## src/rtl/pll_rst_seq.sv

```systemverilog
// pll_rst_seq: PLL reset pulse, lock wait with retry, lock-loss re-sequencing and hard-fail flag
module pll_rst_seq #(
    parameter int RST_PULSE_CYC    = 16,
    parameter int LOCK_TIMEOUT_CYC = 50000,
    parameter int LOCK_STABLE_CYC  = 1024,
    parameter int MAX_RETRY        = 3,
    parameter int CNT_W            = 16
) (
    input  logic       sys_clk,
    input  logic       sys_rst,
    input  logic       pll_locked,
    output logic       pll_areset,
    output logic       user_rst,
    output logic       ready,
    output logic       fail,
    output logic [3:0] retry_cnt,
    output logic [7:0] lock_loss_cnt
);
    localparam logic [2:0] S_ASSERT = 3'd0;
    localparam logic [2:0] S_WAIT   = 3'd1;
    localparam logic [2:0] S_RUN    = 3'd2;
    localparam logic [2:0] S_FAIL   = 3'd3;

    logic [2:0]       state, state_nxt;
    logic [CNT_W-1:0] cyc_cnt, cyc_nxt, stable_cnt, stable_nxt;
    logic [3:0]       retry_nxt;
    logic [7:0]       loss_nxt;
    logic             locked_meta, locked_sync;

    always_ff @(posedge sys_clk) begin
        if (sys_rst) begin
            locked_meta <= 1'b0;
            locked_sync <= 1'b0;
        end else begin
            locked_meta <= pll_locked;
            locked_sync <= locked_meta;
        end
    end

    always_ff @(posedge sys_clk) begin
        if (sys_rst) begin
            state         <= S_ASSERT;
            cyc_cnt       <= '0;
            stable_cnt    <= '0;
            retry_cnt     <= '0;
            lock_loss_cnt <= '0;
        end else begin
            state         <= state_nxt;
            cyc_cnt       <= cyc_nxt;
            stable_cnt    <= stable_nxt;
            retry_cnt     <= retry_nxt;
            lock_loss_cnt <= loss_nxt;
        end
    end

    always_comb begin
        state_nxt  = state;
        cyc_nxt    = cyc_cnt;
        stable_nxt = stable_cnt;
        retry_nxt  = retry_cnt;
        loss_nxt   = lock_loss_cnt;
        case (state)
            S_ASSERT: begin
                cyc_nxt = cyc_cnt + 1'b1;
                if (cyc_cnt == CNT_W'(RST_PULSE_CYC - 1)) begin
                    state_nxt  = S_WAIT;
                    cyc_nxt    = '0;
                    stable_nxt = '0;
                end
            end
            S_WAIT: begin
                cyc_nxt    = cyc_cnt + 1'b1;
                stable_nxt = locked_sync ? stable_cnt + 1'b1 : '0;
                // a lock completing on the timeout cycle still counts as a lock
                if (locked_sync && stable_cnt == CNT_W'(LOCK_STABLE_CYC - 1)) begin
                    state_nxt = S_RUN;
                    retry_nxt = '0;
                end else if (cyc_cnt == CNT_W'(LOCK_TIMEOUT_CYC - 1)) begin
                    retry_nxt = retry_cnt + 4'd1;
                    state_nxt = (retry_cnt + 4'd1 == 4'(MAX_RETRY)) ? S_FAIL : S_ASSERT;
                    cyc_nxt   = '0;
                end
            end
            S_RUN: begin
                if (!locked_sync) begin
                    state_nxt = S_ASSERT;
                    cyc_nxt   = '0;
                    loss_nxt  = (&lock_loss_cnt) ? lock_loss_cnt : lock_loss_cnt + 8'd1;
                end
            end
            S_FAIL: state_nxt = S_FAIL;
            default: begin
                state_nxt  = S_ASSERT;
                cyc_nxt    = '0;
                stable_nxt = '0;
            end
        endcase
    end

    always_comb begin
        pll_areset = (state == S_ASSERT) || (state == S_FAIL);
        user_rst   = state != S_RUN;
        ready      = state == S_RUN;
        fail       = state == S_FAIL;
    end
endmodule

```

## config.mk

```make
export PLATFORM = sky130hd
export DESIGN_NAME = pll_rst_seq
export DESIGN_NICKNAME = d
export VERILOG_FILES = /design/src/rtl/pll_rst_seq.sv
export SDC_FILE = /design/constraint.sdc
export NUM_CORES = 1
export LEC_CHECK = 0
export ABC_AREA = 1
export CAP_MARGIN = 20
export CORE_MARGIN = 8
export CORE_UTILIZATION = 55
export DETAILED_ROUTE_END_ITERATION = 12
export HOLD_SLACK_MARGIN = 0.12
export MAX_ROUTING_LAYER = met4
export PLACE_DENSITY_LB_ADDON = 0.05
export SLEW_MARGIN = 20
export SYNTH_ARGS = -nofsm -noshare
export SYNTH_HDL_FRONTEND = slang
export SYNTH_SLANG_ARGS = --single-unit
```

## constraint.sdc

```tcl
create_clock -name sys_clk -period 4.89 [get_ports sys_clk]
set_input_delay 0.978 -clock sys_clk [delete_from_list [all_inputs] [get_ports sys_clk]]
set_output_delay 0.978 -clock sys_clk [all_outputs]
set_load 0.02 [all_outputs]
```

==> impl_metrics.json <==
{
  "synth.avg_cell_area_um2": 6.78,
  "rsz0062_at_grt": "false",
  "drc": 0,
  "hp-class": "reg -> reg",
  "finalSetupViolCount": 0,
  "ys_ff_latch": 48,
  "viasPerCell": 5.23,
  "diodes": 0,
  "port_buffers": 18,
  "area_delta_synth_final_pct": 13.0,
  "syn_area_um2": 2810,
  "clk_latency_ns": 0.30,
  "slew_headroom_pct": 61.8,
  "rows": 26,
  "fin_crit_ns": 2.72,
  "cts_root_buf": "clkbuf_8",
  "start_kind": "flop",
  "drt_first_iter_violations": 161,
  "final_util_pct": 63.3,
  "clkSinkCount": 48,
  "fill_cells": 491,
  "grt_pass1_wl_um": 10600,
  "cp-end-kind": "output port",
  "p_leak_nw": 1.16,
  "peakVddDrop_uv": 199,
  "cts_resized": 0,
  "mostFrequentLayoutCells": "nand2_1, inv_1, nor2_1",
  "synth_seq_area_share_pct": 34.2,
  "clk_pin_slew_worst_paths_ns": 0.09,
  "power.total_w": 0.000777,
  "holdBufCountCts": 0,
  "coreArea_um2": 5010,
  "cp_data_arrival_time_ns": 1.74,
  "fin_cells": 505,
  "synthCells": 414,
  "ant_nets": 0,
  "grt_antenna_before_repair": 0,
  "cp_max_fo": 5,
  "slew_violations": 0,
  "drive_gt1_share_pct": 8.05,
  "dr.pass1.iters": 4,
  "skew_ns": 0.00674,
  "pin_count": 19,
  "ctsHtreeMaxLevel": 2,
  "finalCritPeriodShare_pct": 55.7,
  "postLayoutSetupSlackWorst_ns": 2.17,
  "place_ws_ns": 2.23,
  "dieArea_um2": 7650,
  "place_congestion": 0.888,
  "cts_made_buffers": 5,
  "cp_data_required_time_ns": 3.91,
  "start_util_pct": 56.1,
  "vias": 2643,
  "die_w_um": 87.5,
  "multi_input_area_um2": 1600,
  "final-seq-area_um2": 961,
  "outcome": "finished, final reports clean",
  "die_height_um": 87.5,
  "clockBufferDepth": 2,
  "cap_violations": 0,
  "final_nets": 446,
  "gr-total-overflow": 0,
  "clock.fmax_mhz": 367,
  "grt_usage_pct": 17.2,
  "critical_path_class": "reg -> out",
  "dp_hpwl_um": 4500,
  "synth_cell_types": 37,
  "tritoncts": "built",
  "post_cts_buffers": 0,
  "hold_viol": 0,
  "layout_commonest_cell": "nand2_1",
  "grt_pass1_vias": 2397,
  "drt-total-wl_um": 6010,
  "tightest_slew_ns": 0.570,
  "dp_cells": 497,
  "syn-num-nets": 426,
  "synth_warnings": 0,
  "wl_per_cell_um": 11.9,
  "grt_max_degree": 23,
  "power_density_nw_per_um2": 245,
  "fin_setup_tns_ns": 0
}
[worst paths after layout]
| check | from | end | slack [ns] | cells past startpoint |
|---|---|---|---|---|
| max | state[0]$_SDFFE_PP0P_ | user_rst | 2.17 | 4 |
| min | locked_meta$_SDFF_PP0_ | locked_sync$_SDFF_PP0_ | 0.41 | 2 |
| max reg2reg | state[0]$_SDFFE_PP0P_ | cyc_cnt[13]$_SDFFE_PP0P_ | 2.85 | 9 |
| min reg2reg | locked_meta$_SDFF_PP0_ | locked_sync$_SDFF_PP0_ | 0.41 | 2 |
[layer usage]
layer	up-vias	global-route usage, %	part of all wire [%]
met3	5	3.96	3.4
met4	0	3.75	0.63
met1	1183	22.4	52
li1	1400	-	-
met5	-	-	0
met2	55	26.2	44
[report_power, final]
part	leakage, nW	internal, W	total, W	switching, W
sequential	0.388	0.000397	0.000402	0.00000563
combinational	0.706	0.0000199	0.0000630	0.0000430
clock	0.0645	0.000181	0.000311	0.000131
total	1.16	0.000597	0.000777	0.000180
[worst max-delay path, stage by stage, from the launching register on]
cell and delay, ns:
dfxtp_1 0.40, inv_1 0.10, ha_1 0.25, inv_1 0.09, clkdlybuf4s50_1 0.61
[layout make-up]
class	count	share of cell area [%]
sequential	48	30.3
clock inverter	1	0.946
multi-input combinational	304	50.4
tap	70	2.76
inverter	56	6.62
timing repair buffer	19	5.91
clock buffer	7	3.04
[cells in the mapped netlist (all sizes together)]
library cell	number	area, um^2
nand2	93	362
inv	55	206
nor2	54	215
dfxtp	48	961
nand3	41	220
a21oi	35	179
o21ai	17	96.4
nand4	15	93.8
nor3	15	100
ha	9	113
xor2	6	52.6
clkbuf	4	15.0
a21boi	3	33.8
or2	3	18.8
a211oi	2	25.0
buf	2	22.5
nor3b	2	15.0
o211a	2	20.0
a21o	1	7.51
a31oi	1	6.26
and3	1	6.26
clkinv	1	3.75
nor4	1	12.5
o21a	1	7.51
o21bai	1	7.51
xnor2	1	8.76
[flip-flops by register name, summed over array words and instances (netlist names)]
register and flops:
cyc_cnt 16, lock_loss_cnt 8, locked_meta 1, locked_sync 1, retry_cnt 4, stable_cnt 16
state 2
[logic make-up (layout without fill, tap and decap cells)]
| group | count (synthesis) | count (layout) | share of synthesized area, % |
|---|---|---|---|
| simple gates | 225 | 225 | 37.1 |
| compound gates | 63 | 63 | 13.6 |
| buf+inv | 62 | 83 | 8.82 |
| xor+xnor | 7 | 7 | 2.18 |
| flops | 48 | 48 | 34.2 |
| fa+ha+maj | 9 | 9 | 4.01 |
[stage by stage]
| stage | cell area (um^2) | hold WS (ns) |
|---|---|---|
| final | 3170 | 0.414 |
| after floorplan | 2810 | 0.388 |
| after global routing | 3170 | 0.428 |
| after CTS | 3170 | 0.417 |
| after global placement | 3050 | 0.390 |
| after detailed placement | 3050 | 0.404 |
(Power assumes the default switching activity.)
